### src/rtl/cpu_pkg.sv
// Shared constants and encodings for the CPU memory subsystem.
// Holds address/data widths, memory depth, arbiter states and port identifiers.
package cpu_pkg;

    localparam int unsigned ADDR_W    = 12;
    localparam int unsigned DATA_W    = 32;
    localparam int unsigned MEM_DEPTH = 4096;

    typedef enum logic {
        ARB   = 1'b0,
        CLEAR = 1'b1
    } arb_state_t;

    typedef enum logic {
        PORT_HOST = 1'b0,
        PORT_CPU  = 1'b1
    } port_id_t;

endpackage

### src/rtl/mem_clear_seq.sv
// Address sweep counter for the memory clear sequence.
// Counts 0..DEPTH-1 while run is high and flags the final address.
module mem_clear_seq #(
    parameter int unsigned ADDR_W = cpu_pkg::ADDR_W,
    parameter int unsigned DEPTH  = cpu_pkg::MEM_DEPTH
) (
    input  logic              clk,
    input  logic              reset,
    input  logic              run,
    output logic [ADDR_W-1:0] addr,
    output logic              done
);

    localparam logic [ADDR_W-1:0] LAST = ADDR_W'(DEPTH - 1);

    // Held at zero outside a sweep so every sweep starts from address 0.
    always_ff @(posedge clk) begin
        if (reset || !run) begin
            addr <= '0;
        end else begin
            addr <= addr + 1'b1;
        end
    end

    assign done = (addr == LAST);

endmodule

### src/rtl/mem_port_arbiter.sv
// Shares the single-port program/data memory between the host loader and the CPU,
// with a host-priority arbiter, a CPU starvation guard and a whole-memory clear sweep.
module mem_port_arbiter #(
    parameter int unsigned ADDR_W         = cpu_pkg::ADDR_W,
    parameter int unsigned DATA_W         = cpu_pkg::DATA_W,
    parameter int unsigned DEPTH          = cpu_pkg::MEM_DEPTH,
    parameter int unsigned HOST_BURST_MAX = 4
) (
    input  logic              main_clk,
    input  logic              reset,
    input  logic              clr_mem,
    output logic              clr_busy,
    input  logic              host_req,
    input  logic              host_we,
    input  logic [ADDR_W-1:0] host_addr,
    input  logic [DATA_W-1:0] host_wdata,
    output logic              host_gnt,
    output logic              host_rvalid,
    output logic [DATA_W-1:0] host_rdata,
    input  logic              cpu_req,
    input  logic              cpu_we,
    input  logic [ADDR_W-1:0] cpu_addr,
    input  logic [DATA_W-1:0] cpu_wdata,
    output logic              cpu_gnt,
    output logic              cpu_rvalid,
    output logic [DATA_W-1:0] cpu_rdata,
    output logic              mem_en,
    output logic              mem_we,
    output logic [ADDR_W-1:0] mem_addr,
    output logic [DATA_W-1:0] mem_wdata,
    input  logic [DATA_W-1:0] mem_rdata
);

    import cpu_pkg::*;

    localparam int unsigned     SW         = $clog2(HOST_BURST_MAX + 1);
    localparam logic [SW-1:0]   STREAK_MAX = SW'(HOST_BURST_MAX);

    arb_state_t        state, state_next;
    logic [SW-1:0]     streak;
    logic              rd_pending;
    port_id_t          rd_owner;
    logic              seq_run;
    logic              seq_done;
    logic [ADDR_W-1:0] seq_addr;

    mem_clear_seq #(
        .ADDR_W (ADDR_W),
        .DEPTH  (DEPTH)
    ) u_clear_seq (
        .clk   (main_clk),
        .reset (reset),
        .run   (seq_run),
        .addr  (seq_addr),
        .done  (seq_done)
    );

    always_ff @(posedge main_clk) begin
        if (reset) begin
            state <= ARB;
        end else begin
            state <= state_next;
        end
    end

    always_comb begin
        state_next = state;
        host_gnt   = 1'b0;
        cpu_gnt    = 1'b0;
        mem_en     = 1'b0;
        mem_we     = 1'b0;
        mem_addr   = '0;
        mem_wdata  = '0;
        seq_run    = 1'b0;
        if (!reset) begin
            unique case (state)
                ARB: begin
                    if (clr_mem) begin
                        state_next = CLEAR;
                    end else if (host_req && !(cpu_req && (streak == STREAK_MAX))) begin
                        host_gnt  = 1'b1;
                        mem_en    = 1'b1;
                        mem_we    = host_we;
                        mem_addr  = host_addr;
                        mem_wdata = host_wdata;
                    end else if (cpu_req) begin
                        cpu_gnt   = 1'b1;
                        mem_en    = 1'b1;
                        mem_we    = cpu_we;
                        mem_addr  = cpu_addr;
                        mem_wdata = cpu_wdata;
                    end
                end
                CLEAR: begin
                    seq_run  = 1'b1;
                    mem_en   = 1'b1;
                    mem_we   = 1'b1;
                    mem_addr = seq_addr;
                    if (seq_done) begin
                        state_next = ARB;
                    end
                end
                default: ;
            endcase
        end
    end

    // Streak only advances on host wins the CPU actually contested.
    always_ff @(posedge main_clk) begin
        if (reset || cpu_gnt || !cpu_req) begin
            streak <= '0;
        end else if (host_gnt) begin
            streak <= streak + 1'b1;
        end
    end

    always_ff @(posedge main_clk) begin
        if (reset) begin
            rd_pending <= 1'b0;
            rd_owner   <= PORT_HOST;
        end else begin
            rd_pending <= (host_gnt && !host_we) || (cpu_gnt && !cpu_we);
            rd_owner   <= cpu_gnt ? PORT_CPU : PORT_HOST;
        end
    end

    assign clr_busy    = (state == CLEAR);
    assign host_rvalid = rd_pending && (rd_owner == PORT_HOST);
    assign cpu_rvalid  = rd_pending && (rd_owner == PORT_CPU);
    assign host_rdata  = mem_rdata;
    assign cpu_rdata   = mem_rdata;

endmodule
### config.mk
export PLATFORM = sky130hd
export DESIGN_NAME = mem_port_arbiter
export DESIGN_NICKNAME = d
export VERILOG_FILES = /design/src/rtl/cpu_pkg.sv /design/src/rtl/mem_clear_seq.sv /design/src/rtl/mem_port_arbiter.sv
export SDC_FILE = /design/constraint.sdc
export NUM_CORES = 1
export LEC_CHECK = 0
export ABC_AREA = 1
export ABC_CLOCK_PERIOD_IN_PS = 2200
export CORE_AREA = 2 2 93 95
export CTS_BUF_LIST = sky130_fd_sc_hd__clkbuf_8
export DETAILED_ROUTE_END_ITERATION = 6
export DIE_AREA = 0 0 95 97
export GPL_ROUTABILITY_DRIVEN = 0
export PLACE_DENSITY = 0.78
export SLEW_MARGIN = 20
export SYNTH_ARGS = -nofsm -noshare
export SYNTH_HDL_FRONTEND = slang
export SYNTH_SLANG_ARGS = --single-unit
export TNS_END_PERCENT = 20
### constraint.sdc
create_clock -name main_clk -period 2.2 [get_ports main_clk]
set_clock_uncertainty 0.15 [all_clocks]
set_input_delay 0.33 -clock main_clk [delete_from_list [all_inputs] [get_ports main_clk]]
set_output_delay 0.33 -clock main_clk [all_outputs]
set_load 0.1 [all_outputs]
# Yosys cells after proc, flatten, opt, wreduce, memory -nomap -nowiden
# Cells that the tools add are included.
[op_classes]
n_addsub = 2
mul = 0
n_div = 0
n_lt_le_gt_ge = 0
n_eq_ne = 2
shift = 0
muxes = 34
bitwise = 2
n_reduce_logical = 15
[op_table]
columns = ["operator", "n"]
rows = [
  ["2-to-1 mux 32 bit", 5],
  ["2-to-1 mux 12 bit", 4],
  ["one-hot mux 12 bit (2 select lines)", 1],
  ["2-to-1 mux 1 bit", 21],
  ["adder 12 x 1 -> 12 bit, second input constant", 1],
  ["equality test 12 bit, second input constant", 1],
  ["logical AND 1 bit", 6],
  ["one-hot mux 1 bit (2 select lines)", 3],
  ["logical NOT 1 bit", 5],
  ["logical OR 1 bit", 4],
  ["adder 3 x 1 -> 3 bit, second input constant", 1],
  ["equality test 3 bit, second input constant", 1],
  ["NOT 1 bit", 2],
]
[totals]
ff_bits = 18
latch_bits = 0
ram_bits = 0
rom_bits = 0
output_inout_bits = 115
n_memories = 0

# Logic depth before layout (Yosys ltp)
[logic_depth]
depth_word = 10
ltp_mapped = 9
mapped_depth_nobuf = 8

# Modules after synthesis
# From an unflattened synthesis, not the netlist that was laid out.
[hier_totals]
hier_cells = 355
area_unflattened_um2 = 2149.6
[by_module_without_submodules]
columns = ["module", "instances", "cells_per_inst", "area_each_um2"]
rows = [
  ["mem_port_arbiter", 1, 276, 1589.0],
  ["mem_clear_seq", 1, 79, 560.5],
]

# Worst setup path after synthesis
# No wires, ideal clock.
[synth_path]
kind = "flip-flop to output port"
from = "reg state (netlist: clr_busy)"
to = "out mem_we"
arrival_ps = 2985
t_required_ps = 1720
setup_slack_ps = -1265
stages_incl_launch_ff = 3
cell_sequence = "dfxtp_1 > inv_1 > a31oi_1"
[synth_via]
elab_chain_len = 3
[synth_rtl]
columns = ["element", "line_no", "source"]
rows = [
  ["from (decl)", "mem_port_arbiter.sv:39", "arb_state_t state, state_next;"],
  ["from (signal assigned)", "mem_port_arbiter.sv:62", "state <= state_next;"],
  ["NOT 1 bit", "-", ""],
  ["one-hot mux 1 bit (2 select lines) (*)", "mem_port_arbiter.sv:76", "unique case (state)"],
  ["2-to-1 mux 1 bit (*)", "mem_port_arbiter.sv:75", "if (!reset) begin"],
  ["to (decl)", "mem_port_arbiter.sv:28", "output logic mem_we,"],
]
# Every way passes the cells marked *; elsewhere a longest branch is shown, timed or not.

# Worst setup path after layout
[layout_path]
from = "reg streak[0]"
to = "out mem_wdata[2]"
[layout_via]
elab_chain_len = 8
[layout_rtl]
columns = ["element", "line_no", "source"]
rows = [
  ["from (decl)", "mem_port_arbiter.sv:40", "logic [SW-1:0] streak;"],
  ["from (signal assigned)", "mem_port_arbiter.sv:113", "streak <= streak + 1'b1;"],
  ["equality test 3 bit", "mem_port_arbiter.sv:80", "end else if (host_req && !(cpu_req && (streak == STREAK_MAX))) begin"],
  ["logical AND 1 bit", "mem_port_arbiter.sv:80", ""],
  ["logical NOT 1 bit", "mem_port_arbiter.sv:80", ""],
  ["logical AND 1 bit", "mem_port_arbiter.sv:80", ""],
  ["2-to-1 mux 32 bit", "mem_port_arbiter.sv:80", ""],
  ["2-to-1 mux 32 bit", "mem_port_arbiter.sv:78", "if (clr_mem) begin"],
  ["2-to-1 mux 32 bit", "mem_port_arbiter.sv:76", ""],
  ["2-to-1 mux 32 bit", "mem_port_arbiter.sv:75", ""],
  ["to (decl)", "mem_port_arbiter.sv:30", "output logic [DATA_W-1:0] mem_wdata,"],
]
# Every way passes these cells.

==> results.ini <==
[finish]
antennaDiodeCount = 0
post_route_cells_drive_above_1_share_pct = 40.7
nNetsFinal = 581
areaGrowthSynthToFinish_pct = 108

[power_and_ir_drop]
power-per-cell-area_mw_per_mm2 = 305
seq_power_share_pct = 25.1
proportion_of_total_power_due_to_net_switching_pct = 39.8
post-layout-total-power_mw = 1.34
vdd_drop_max_uv = 274
internal_power_mw = 0.804
comb_power_share_pct = 57.4
power.clock.fraction_pct = 17.5
p_leak_nw = 1.92
switchingPower_mw = 0.532

[sta]
relSlewSlack_pct = 66.5
timing.final.setup_violations = 4
rsz0062_at_grt = true
setup_total_negative_slack_ns = -0.0159
final_hold_viol_count = 0
number_of_slew_limit_violations_in_the_final_report = 0
period_share_pct = 100
fin_crit_ns = 2.21
finalWorstSetupSlack_ns = -0.00729
tightestPinTransition_ns = 0.501
max_freq_mhz = 453

[logic_synthesis]
netlist_instances = 346
synth.lib_cells_used.distinct = 28
ys_seq_elements = 18
ys.warnings.count = 0
synth-seq-area-share_pct = 17.1
mean_cell_area_of_the_mapped_netlist_um2 = 6.09
synthesis.nets = 476
syn_area_mm2 = 0.00211

[clock_tree]
post_cts_hold_buffer_count = 0
cts_tree = yes
numCtsBuffers = 3
cts_max_path_buffers = 2
worst_skew_pair.late_latency_ns = 0.25
root_buffer = clkbuf_8
clk_transition_reported_paths_ns = 0.07
clock_sinks = 18
htreeDepth = 1

[status]
status = complete, but fails checks
violated_checks = negative setup slack

[setup_path]
timing_worst_setup_path_type = reg -> out
crit_arrival_ns = 1.73
setup.worst_path.start_class = flop
endpoint = mem_wdata[2]
reg2reg_slack_ns = 0.61
worstSetupEndpointType = output port
worst-path-max-fanout = 5
reg2reg_from = u_clear_seq.addr[0]
timing.critical_path.required_ns = 1.72
regToRegEndpoint = u_clear_seq.addr[10]
worstRegToRegCells = 6
crit_start = streak[0]

[floorplanning]
dieHeight_um = 97
coreArea_mm2 = 0.00813
fp.dieW_um = 95
top_level_ports = 242
row_count = 33
initial_util_pct = 25.9
design.die.area_mm2 = 0.00922

[grt]
largest_net_degree_at_the_start_of_global_routing = 21
first_global_vias = 2544
grt.overflow.total = 0
grt_usage_pct = 18.0
grt_pass1_wl_um = 13200
grt_antenna_before_repair = 0

[flow_run]
maxCapViolations = 0

[placed_design]
placement.io_buffers = 145
post_detail_place_hpwl_um = 6990

[detailed_routing]
drt_pass1_iterations = 4
drt_drc_violations_left = 0
postRouteWirelength_um = 9110
detailedRoute.firstIterationViolations = 101
ant_nets = 0
mean_number_of_vias_per_cell = 4.50
routedWlPerCell_um = 16.4
vias = 2500

[hold_path]
hp-class = in -> reg

## power by group through the flow
stage	clock network (mW)	registers, mW	logic (mW)
final	0.234	0.335	0.767
after global routing	0.254	0.335	0.795
after CTS	0.240	0.335	0.736
after detailed placement	0	0.342	0.709
after global placement	0	0.342	0.708
after floorplan	0	0.351	0.883
## critical path, stage by stage, from the launching register on
cell and delay (ns):
dfxtp_2 0.34, inv_2 0.05, ha_4 0.17, nand3_4 0.09, nand2_4 0.07, nor2_8 0.14, buf_12 0.15, clkbuf_16 0.14
nand2_1 0.06, nand2_2 0.08, buf_12 0.17
## logic make-up (layout without fill, tap and decap cells)
kind of cell	after synthesis	after routing	share of synthesized area (%)
compound gates	20	20	5.70
xor+xnor	4	4	1.66
fa+ha+maj	3	3	1.78
buf+inv	98	202	32.7
flops	18	18	17.1
simple gates	203	203	41.1
## how the worst min path moves through the flow
stage | from | to | cells past startpoint
2_1_floorplan | reset | clr_busy | 1
3_3_place_gp | u_clear_seq.addr[0] | u_clear_seq.addr[0] | 1
3_5_place_dp | streak[0] | streak[0] | 2
4_1_cts | u_clear_seq.addr[0] | u_clear_seq.addr[0] | 1
5_1_grt | reset | clr_busy | 3
6_report | reset | clr_busy | 3
## cells in the final DEF, fill, tap and decap left out, types with 2 or more instances in the layout
cell type | synthesis | final
clkdlybuf4s50_1 | 0 | 90
nand2_1 | 144 | 89
nand2_2 | 12 | 59
buf_12 | 1 | 55
inv_1 | 22 | 19
buf_4 | 64 | 17
nor2_1 | 18 | 15
dfxtp_1 | 18 | 15
nand2_4 | 2 | 10
nand3_1 | 19 | 9
a21oi_1 | 11 | 9
nand3_4 | 0 | 5
nand3_2 | 0 | 5
inv_2 | 0 | 4
nor2_4 | 1 | 3
o21ai_0 | 3 | 3
nor3_1 | 3 | 3
xor2_1 | 3 | 3
clkbuf_8 | 0 | 3
buf_16 | 0 | 3
clkbuf_16 | 0 | 3
dlygate4sd2_1 | 0 | 3
a21oi_4 | 1 | 2
nor2_2 | 1 | 2
a31oi_2 | 0 | 2
nand4_1 | 2 | 2
ha_1 | 3 | 2
buf_6 | 7 | 2
dfxtp_2 | 0 | 2
## final cells by class
| cell class | count | area [µm²] |
|---|---|---|
| repair buffers | 174 | 2350 |
| inverters | 24 | 105 |
| multi-input cells | 230 | 1380 |
| well taps | 105 | 131 |
| flip-flops and latches | 18 | 367 |
| fillers | 707 | 3760 |
| clock buffers | 3 | 41.3 |
| clock inverters | 1 | 3.75 |
## repair_timing
action	in CTS	in global routing
gates resized for setup	35	51
gates cloned	3	3
pin swaps	6	27
setup endpoints to repair	47	43
hold endpoints to repair	0	0
buffers inserted	5	2
## synth_stat cells, drive strengths merged
cell type | instances | area share, %
inv | 24 | 4.7
nand2 | 158 | 30
o21ai | 3 | 0.71
nor2 | 21 | 5.0
nand3 | 19 | 4.5
ha | 3 | 1.8
buf | 74 | 28
o21bai | 1 | 0.36
dfxtp | 18 | 17
o21a | 1 | 0.36
a21oi | 12 | 3.4
nor3 | 3 | 0.71
o22ai | 1 | 0.30
nand4 | 2 | 0.59
a31oi | 2 | 0.59
xor2 | 3 | 1.2
xnor2 | 1 | 0.42
## stage by stage
step                instances  hold slack (ns)  setup WS, ns  area [µm²]  utilization (%)
global route              555            0.296       -0.0735        4380             53.8
floorplan                 346            0.249        -0.164        2190                -
global placement          538            0.303        -0.100        3840             47.2
CTS                       550            0.348       -0.0279        4100             50.5
detailed placement        538            0.329        -0.126        3840             47.2
finish                    555            0.280      -0.00729        4380             53.8
## registers in the layout, summed over array words and instances (netlist names)
signal,count
u_clear_seq.addr,12
rd_pending,1
streak,3
rd_owner,1
clr_busy,1
## layer usage
| metal | vias up | track usage (%) | share of wire, % |
|---|---|---|---|
| met5 | - | 0 | 0 |
| met4 | 0 | 2.90 | 1.3 |
| met3 | 16 | 5.06 | 9.2 |
| met2 | 143 | 33.0 | 53 |
| met1 | 1130 | 20.8 | 36 |
| li1 | 1211 | - | - |
Power figures use the tool's default switching activity.
